$ cat src/rtl/seg7_pkg.sv
// Shared constants for the seven-segment reader: segment bit positions,
// active-high gfedcba glyph codes for the sixteen hex digits, the reader FSM
// state encoding and the counter widths.
package seg7_pkg;

    // Segment bit positions inside the 7-bit pattern (bit0 = a ... bit6 = g).
    localparam int SEG_A = 0;
    localparam int SEG_B = 1;
    localparam int SEG_C = 2;
    localparam int SEG_D = 3;
    localparam int SEG_E = 4;
    localparam int SEG_F = 5;
    localparam int SEG_G = 6;
    localparam int SEG_W = 7;

    // Active-high glyph codes, one per hex digit.
    localparam logic [SEG_W-1:0] GLYPH_0 = 7'h3F;
    localparam logic [SEG_W-1:0] GLYPH_1 = 7'h06;
    localparam logic [SEG_W-1:0] GLYPH_2 = 7'h5B;
    localparam logic [SEG_W-1:0] GLYPH_3 = 7'h4F;
    localparam logic [SEG_W-1:0] GLYPH_4 = 7'h66;
    localparam logic [SEG_W-1:0] GLYPH_5 = 7'h6D;
    localparam logic [SEG_W-1:0] GLYPH_6 = 7'h7D;
    localparam logic [SEG_W-1:0] GLYPH_7 = 7'h07;
    localparam logic [SEG_W-1:0] GLYPH_8 = 7'h7F;
    localparam logic [SEG_W-1:0] GLYPH_9 = 7'h6F;
    localparam logic [SEG_W-1:0] GLYPH_A = 7'h77;
    localparam logic [SEG_W-1:0] GLYPH_B = 7'h7C;
    localparam logic [SEG_W-1:0] GLYPH_C = 7'h39;
    localparam logic [SEG_W-1:0] GLYPH_D = 7'h5E;
    localparam logic [SEG_W-1:0] GLYPH_E = 7'h79;
    localparam logic [SEG_W-1:0] GLYPH_F = 7'h71;

    // Stability counter and error counter widths.
    localparam int CNT_W = 8;
    localparam int ERR_W = 8;
    localparam logic [ERR_W-1:0] ERR_MAX = 8'hFF;

    // Reader FSM: SETTLE waits for a stable pattern, LOCKED holds a verdict.
    typedef enum logic {
        ST_SETTLE = 1'b0,
        ST_LOCKED = 1'b1
    } state_e;

    // Normalise a raw pattern to active-high segments.
    function automatic logic [SEG_W-1:0] to_active_high(input logic [SEG_W-1:0] raw,
                                                         input bit active_low);
        return active_low ? ~raw : raw;
    endfunction

endpackage

$ cat src/rtl/seg7_glyph_decode.sv
// Combinational glyph-to-digit lookup. Takes an active-high gfedcba pattern
// and reports the hex digit it shows plus whether it is one of the sixteen
// recognised glyphs. Unrecognised patterns report digit 0 with legal low.
module seg7_glyph_decode
    import seg7_pkg::*;
(
    input  logic [SEG_W-1:0] segs,
    output logic [3:0]       digit,
    output logic             legal
);

    // Exact-match lookup against the glyph table; anything else is illegal.
    always_comb begin
        digit = 4'h0;
        legal = 1'b1;
        case (segs)
            GLYPH_0: digit = 4'h0;
            GLYPH_1: digit = 4'h1;
            GLYPH_2: digit = 4'h2;
            GLYPH_3: digit = 4'h3;
            GLYPH_4: digit = 4'h4;
            GLYPH_5: digit = 4'h5;
            GLYPH_6: digit = 4'h6;
            GLYPH_7: digit = 4'h7;
            GLYPH_8: digit = 4'h8;
            GLYPH_9: digit = 4'h9;
            GLYPH_A: digit = 4'hA;
            GLYPH_B: digit = 4'hB;
            GLYPH_C: digit = 4'hC;
            GLYPH_D: digit = 4'hD;
            GLYPH_E: digit = 4'hE;
            GLYPH_F: digit = 4'hF;
            default: legal = 1'b0;
        endcase
    end

endmodule

$ cat src/rtl/seg7_reader.sv
// Seven-segment display reader. Samples an asynchronous segment bus, waits
// for STABLE_CYCLES consecutive matching samples, then decodes the pattern
// into a hex digit (valid) or flags it as illegal (invalid).
//
// Optional feature: define SEG7_READER_ERRCNT_EN to build the saturating
// illegal-pattern counter behind err_count; otherwise err_count is tied to 0.
//
// Handshake: there is no ready; value is qualified by valid, and change is a
// single-cycle strobe that fires on the edge value is (re)loaded with a new
// digit or after a lock that was not legal.
// fsm_state exposes the reader FSM for observation.
module seg7_reader
    import seg7_pkg::*;
#(
    parameter int STABLE_CYCLES = 4,
    parameter bit ACTIVE_LOW    = 1'b1
) (
    input  logic             clk,
    input  logic             reset,
    input  logic [SEG_W-1:0] seven_seg,
    output logic [3:0]       value,
    output logic             valid,
    output logic             invalid,
    output logic             change,
    output logic [ERR_W-1:0] err_count,
    output state_e           fsm_state
);

    localparam logic [CNT_W-1:0] STABLE_L = CNT_W'(STABLE_CYCLES);

    logic [SEG_W-1:0] samp_q;
    logic [CNT_W-1:0] cnt_q, cnt_d;
    state_e           state_q, state_d;
    logic [3:0]       value_q, value_d;
    logic             valid_q, valid_d;
    logic             invalid_q, invalid_d;
    logic             change_q, change_d;
    logic             last_legal_q, last_legal_d;

    logic             match;
    logic             lock_evt;
    logic             unlock_evt;
    logic [SEG_W-1:0] segs_hi;
    logic [3:0]       dec_digit;
    logic             dec_legal;

    // The live input agrees with the previous sample.
    assign match = (seven_seg == samp_q);

    // Decode the registered sample; at a lock edge it equals the live input.
    assign segs_hi = to_active_high(samp_q, ACTIVE_LOW);

    seg7_glyph_decode u_decode (
        .segs  (segs_hi),
        .digit (dec_digit),
        .legal (dec_legal)
    );

    // Stability counter: restart on any change, otherwise count up and stick.
    always_comb begin
        cnt_d = '0;
        if (match) begin
            cnt_d = (cnt_q >= STABLE_L) ? STABLE_L : cnt_q + 8'd1;
        end
    end

    // Sample register and stability counter.
    always_ff @(posedge clk) begin
        if (reset) begin
            samp_q <= '0;
            cnt_q  <= '0;
        end else begin
            samp_q <= seven_seg;
            cnt_q  <= cnt_d;
        end
    end

    // FSM next state: lock when the count first reaches the threshold,
    // unlock on the first sample that differs.
    always_comb begin
        state_d    = state_q;
        lock_evt   = 1'b0;
        unlock_evt = 1'b0;
        case (state_q)
            ST_SETTLE: begin
                if (match && (cnt_d == STABLE_L)) begin
                    state_d  = ST_LOCKED;
                    lock_evt = 1'b1;
                end
            end
            ST_LOCKED: begin
                if (!match) begin
                    state_d    = ST_SETTLE;
                    unlock_evt = 1'b1;
                end
            end
            default: begin
                state_d = ST_SETTLE;
            end
        endcase
    end

    // FSM state register.
    always_ff @(posedge clk) begin
        if (reset) begin
            state_q <= ST_SETTLE;
        end else begin
            state_q <= state_d;
        end
    end

    // Verdict outputs: load on lock, clear flags on unlock, value always holds
    // except on a legal lock. change fires when the digit differs or when the
    // previous lock did not produce a legal digit.
    always_comb begin
        value_d      = value_q;
        valid_d      = valid_q;
        invalid_d    = invalid_q;
        change_d     = 1'b0;
        last_legal_d = last_legal_q;
        if (lock_evt) begin
            if (dec_legal) begin
                valid_d      = 1'b1;
                invalid_d    = 1'b0;
                value_d      = dec_digit;
                change_d     = (dec_digit != value_q) || !last_legal_q;
                last_legal_d = 1'b1;
            end else begin
                valid_d      = 1'b0;
                invalid_d    = 1'b1;
                last_legal_d = 1'b0;
            end
        end else if (unlock_evt) begin
            valid_d   = 1'b0;
            invalid_d = 1'b0;
        end
    end

    // Verdict registers.
    always_ff @(posedge clk) begin
        if (reset) begin
            value_q      <= 4'h0;
            valid_q      <= 1'b0;
            invalid_q    <= 1'b0;
            change_q     <= 1'b0;
            last_legal_q <= 1'b0;
        end else begin
            value_q      <= value_d;
            valid_q      <= valid_d;
            invalid_q    <= invalid_d;
            change_q     <= change_d;
            last_legal_q <= last_legal_d;
        end
    end

`ifdef SEG7_READER_ERRCNT_EN
    logic [ERR_W-1:0] err_q;

    // Count illegal locks, sticking at the maximum instead of wrapping.
    always_ff @(posedge clk) begin
        if (reset) begin
            err_q <= '0;
        end else if (lock_evt && !dec_legal && (err_q != ERR_MAX)) begin
            err_q <= err_q + 8'd1;
        end
    end

    assign err_count = err_q;
`else
    assign err_count = '0;
`endif

    assign value     = value_q;
    assign valid     = valid_q;
    assign invalid   = invalid_q;
    assign change    = change_q;
    assign fsm_state = state_q;

endmodule

$ cat config.mk
export PLATFORM = sky130hd
export DESIGN_NAME = seg7_reader
export DESIGN_NICKNAME = d
export VERILOG_FILES = /design/src/rtl/seg7_pkg.sv /design/src/rtl/seg7_glyph_decode.sv /design/src/rtl/seg7_reader.sv
export SDC_FILE = /design/constraint.sdc
export NUM_CORES = 1
export LEC_CHECK = 0
export ABC_AREA = 1
export CAP_MARGIN = 40
export CELL_PAD_IN_SITES_DETAIL_PLACEMENT = 1
export CELL_PAD_IN_SITES_GLOBAL_PLACEMENT = 2
export CORE_ASPECT_RATIO = 1.2
export CORE_MARGIN = 1.5
export CORE_UTILIZATION = 29
export DETAILED_ROUTE_END_ITERATION = 8
export PLACE_DENSITY_LB_ADDON = 0.1
export SLEW_MARGIN = 20
export SYNTH_ARGS = -nofsm -noshare
export SYNTH_HDL_FRONTEND = slang
export SYNTH_HIERARCHICAL = 1
export SYNTH_SLANG_ARGS = --single-unit
$ cat constraint.sdc
create_clock -name clk -period 4.32 [get_ports clk]
set_clock_uncertainty 0.1 [all_clocks]
set_input_delay 0.864 -clock clk [delete_from_list [all_inputs] [get_ports clk]]
set_output_delay 0.864 -clock clk [all_outputs]
set_load 0.1 [all_outputs]
Yosys cells after proc, flatten, opt, wreduce, memory -nomap -nowiden

Cells that the tools add are included.

$add $sub $neg: 1
Muxes and demuxes: 15
Equal/unequal tests: 19
Reductions and logical operators: 7
Bitwise gates (word level): 4
Order comparisons: 1

Operator list:

| cell                                                                   | number |
|---|---|
| 7-bit == test (second input constant)                                  | 12 |
| 4-bit one-hot mux with 15 select lines                                 | 1 |
| 8-bit 2-to-1 mux                                                       | 2 |
| 16-bit OR reduction                                                    | 1 |
| 7-bit by 3-bit == test with 1-bit output (second input constant)       | 2 |
| 7-bit by 6-bit == test with 1-bit output (second input constant)       | 2 |
| 1-bit 2-to-1 mux                                                       | 11 |
| 8-bit by 1-bit adder with 8-bit output (second input constant)         | 1 |
| 8-bit by 3-bit == test with 1-bit output (second input constant)       | 1 |
| 8-bit by 3-bit >= comparator with 1-bit output (second input constant) | 1 |
| 7-bit == test                                                          | 1 |
| 7-bit inverter                                                         | 1 |
| 4-bit != test                                                          | 1 |
| 1-bit inverter                                                         | 3 |
| 3-bit OR reduction                                                     | 1 |
| 1-bit one-hot mux with 2 select lines                                  | 1 |
| 2-bit AND reduction                                                    | 1 |
| 2-bit nonzero test                                                     | 1 |
| 1-bit logical AND                                                      | 1 |
| 1-bit zero test                                                        | 1 |
| 1-bit logical OR                                                       | 1 |

Output and inout port bits: 16
Bits in registers: 24
Bits of input ports: 9

Depth between registers and ports, before layout

Word-level depth: 9
Depth in mapped cells: 13
Gate-level depth less buffers: 13

By module

The synthesis kept the hierarchy.

By module, submodules not included:

| module            | area each (um^2) | cells an instance | sequential area each (um^2) | times used |
|---|---|---|---|---|
| seg7_reader       | 1157.4           | 161               | 480.5                       | 1 |
| seg7_glyph_decode | 315.3            | 66                | 0.0                         | 1 |

Least setup slack after synthesis

Ideal clock, no wire load.

Path type: reg2out
Start point: register value_q[1] (netlist: value[1])
End point: output port value[1]
Stages on the path, launching flop included: 1
Data arrival time: 0.956 ns
Setup slack: 2.400 ns
Required time: 3.356 ns
Cells stage by stage: dfxtp_1

RTL lines:

| what                     | RTL line           | text |
|---|---|---|
| start: declaration       | seg7_reader.sv:34  | `logic [3:0] value_q, value_d;` |
| start signal: assignment | seg7_reader.sv:148 | `value_q <= value_d;` |
| end: declaration         | seg7_reader.sv:21  | `output logic [3:0] value,` |

No word-level cell between the ends.

Worst setup path after layout

Start point: register state_q (netlist: fsm_state)
End point: output port fsm_state

RTL lines:

| what                     | RTL line           | text |
|---|---|---|
| start: declaration       | seg7_reader.sv:33  | `state_e state_q, state_d;` |
| start signal: assignment | seg7_reader.sv:108 | `state_q <= state_d;` |
| end: declaration         | seg7_reader.sv:26  | `output state_e fsm_state` |

No word-level cell between the ends.

==> key figures <==
Flow run
  • Max_cap viols: 0

Clock network
  • Hold buffers post-CTS: 0
  • H-Tree Level Count: 1
  • CTS tree: yes
  • Clk sinks: 24
  • CTS max path bufs: 2
  • Reg clk slew, reported paths: 0.09 ns
  • Num CTS Buffers: 3
  • Clk Latency, worst-skew pair: 0.27 ns
  • Post-CTS Repair Setup Buffers: 0
  • Cts repair resizes: 0
  • Root buf cell: clkbuf_8

Placement
  • Port Buffers: 16
  • GPL Wtd Cong: 0.7569
  • Placed cells: 314
  • Cell Area, Placed: 1809 um^2
  • Dpl hpwl: 2930 um

Routing
  • Final ANT Viol Nets: 0
  • Drt total wl: 3415 um
  • Pre-antenna DRT Iters: 4
  • DR iter-0 viols: 28
  • Vias per cell: 4.308
  • # DRC: 0
  • Wirelength per Cell: 10.74 um
  • Via count: 1370

Synth
  • Post-synth cell types: 25
  • Synth area leader: dfxtp_1
  • Mapped Cells: 227
  • Share of the synthesized area in the top cell type: 0.3263
  • EDFF count, synth: 0
  • Register area share after synthesis: 0.3263
  • Top_reg_cell synth: dfxtp_1
  • Async SR Flop Fraction: 0
  • Syn Area/Cell: 6.487 um^2
  • Top cells by area, synth: dfxtp_1 (33%), nand2_1 (17%), nor2_1 (9.4%)
  • Synth Warn #: 6
  • Mapped cell area: 1473 um^2
  • #FFs+latches synth: 24

GRT
  • Global-route usage over all layers: 0.1410
  • First-pass GRT wire length: 5975 um
  • Largest net degree at the start of global routing: 15
  • Total grt overflow: 0
  • Antenna violations before repair: 0
  • Vias in the first global route: 1385

Critical path
  • Worst reg2reg endpoint: change
  • Crit Path Max Fanout: 3
  • Setup slack, reg-to-reg: 2.33 ns
  • Worst EP required: 3.36 ns
  • Worst R2R Path Depth: 11
  • Setup crit end kind: output pin
  • Critical Path Source Type: register
  • Setup Crit Path Kind: register to output pin
  • Reg2reg start: samp_q[4]
  • Worst path arrival time: 1.40 ns

Floorplanning
  • Ports: 25
  • Initial Utilization: 0.3003
  • Die width: 68.05 um
  • Total die area: 5516 um^2
  • Die height: 81.06 um
  • FP Rows: 28
  • Core Area: 4905 um^2

STA
  • Fmax: 0.4222 GHz
  • Max-slew headroom: 0.6514
  • Tmin final: 2.369 ns
  • Setup TNS: 0 ns
  • Worst slew pin tran: 0.5212 ns
  • Period utilization: 0.5483
  • RSZ-0062 raised after global routing: no
  • Fin. max-slew vios: 0
  • Hold_ws: 0.3902 ns
  • Setup violations, final: 0
  • Final hold vios: 0

Cells and area
  • Layout cells sized above 1: 0.1589
  • Post-layout util: 0.3834
  • Nets: 270
  • Commonest cells after routing, fill and taps aside: nand2_1 (65), nor2_1 (37), inv_1 (29)
  • Post-Layout Cell Count: 318
  • Final instance area: 1881 um^2
  • Antenna diode count: 0
  • Layout area overhead: 27.70%
  • Commonest non-fill, non-tap cell in the layout: nand2_1

Status
  • Status: completed

Power and ir drop
  • Leakage: 0.0008990 uW
  • Peak supply drop: 0.0001433 V
  • Pwr/cell area: 288.2 nW/um^2

Hold path
  • Hold_sp: last_legal_q
  • Cells on Worst Hold Path: 2
  • Hold path endpoint: last_legal_q
  • Min-Delay Path Class: register to register
==> worst max path at each step <==
stage | slack [ns] | to | start
CTS | 1.93 | fsm_state | fsm_state
global route | 1.88 | fsm_state | fsm_state
finish | 1.95 | fsm_state | fsm_state
global placement | 1.79 | value[3] | seven_seg[6]
detailed placement | 1.77 | value[3] | seven_seg[2]
floorplan | 2.40 | value[1] | value[1]
==> synth_stat cells (4+ instances only) <==
cell	count
inv_1	29
nand4_1	6
nand2_2	4
nor2_4	5
inv_2	7
buf_4	8
dfxtp_1	24
nor2_2	6
nand2_1	65
nor3_1	4
nand3_2	4
nand3_1	8
nor2_1	37
==> power by group <==
part | internal (uW) | switching, uW | total (uW) | leakage (uW)
Combinational | 28.8 | 83.1 | 112 | 0.000666
Clock | 124 | 75.1 | 199 | 0.0000357
Sequential | 228 | 3.50 | 231 | 0.000197
==> sequential cells by signal (all words and copies together), names as in the netlist <==
register	flops
change	1
cnt_q	8
fsm_state	1
invalid	1
last_legal_q	1
samp_q	7
valid	1
value	4
==> layout make-up <==
class	count	area, um^2
inverter	36	135.1
sequential	24	480.5
clock buffer	3	41.29
multi-input combinational	170	838.3
fill	657	3024
tap	60	75.07
clock inverter	1	30.03
timing repair buffer	24	280.3
==> cell families (layout without fill, tap and decap cells) <==
kind of cell,after synthesis,in the layout,share of synthesized area
AO/OA/AOI/OAI,8,8,0.02974
adder cells (fa/ha/maj),2,2,0.01699
buffers and inverters,45,64,0.1351
AND/OR/NAND/NOR,144,144,0.4715
flip-flops,24,24,0.3263
XOR/XNOR,3,3,0.01785
other,1,13,0.002546
==> critical path, stage by stage (launching register included) <==
cell and delay, ns:
dfxtp_1 0.39, clkdlybuf4s50_1 0.54, buf_8 0.20
==> metrics by stage <==
step	power (uW)	setup WS, ns
after floorplan	330.1	2.400
after global placement	347.6	1.789
after detailed placement	349.5	1.771
after CTS	552.6	1.926
after global routing	571.7	1.883
final	542.0	1.951
==> layer usage <==
layer	GRT usage	vias to the layer above	share of wire	wire, um
met1	0.1842	619	0.48	1655
li1	-	731	-	-
met5	0	-	0	0
met3	0.01662	5	0.019	64
met2	0.2398	15	0.48	1653
met4	0.04200	0	0.012	42
(Power assumes the default switching activity.)
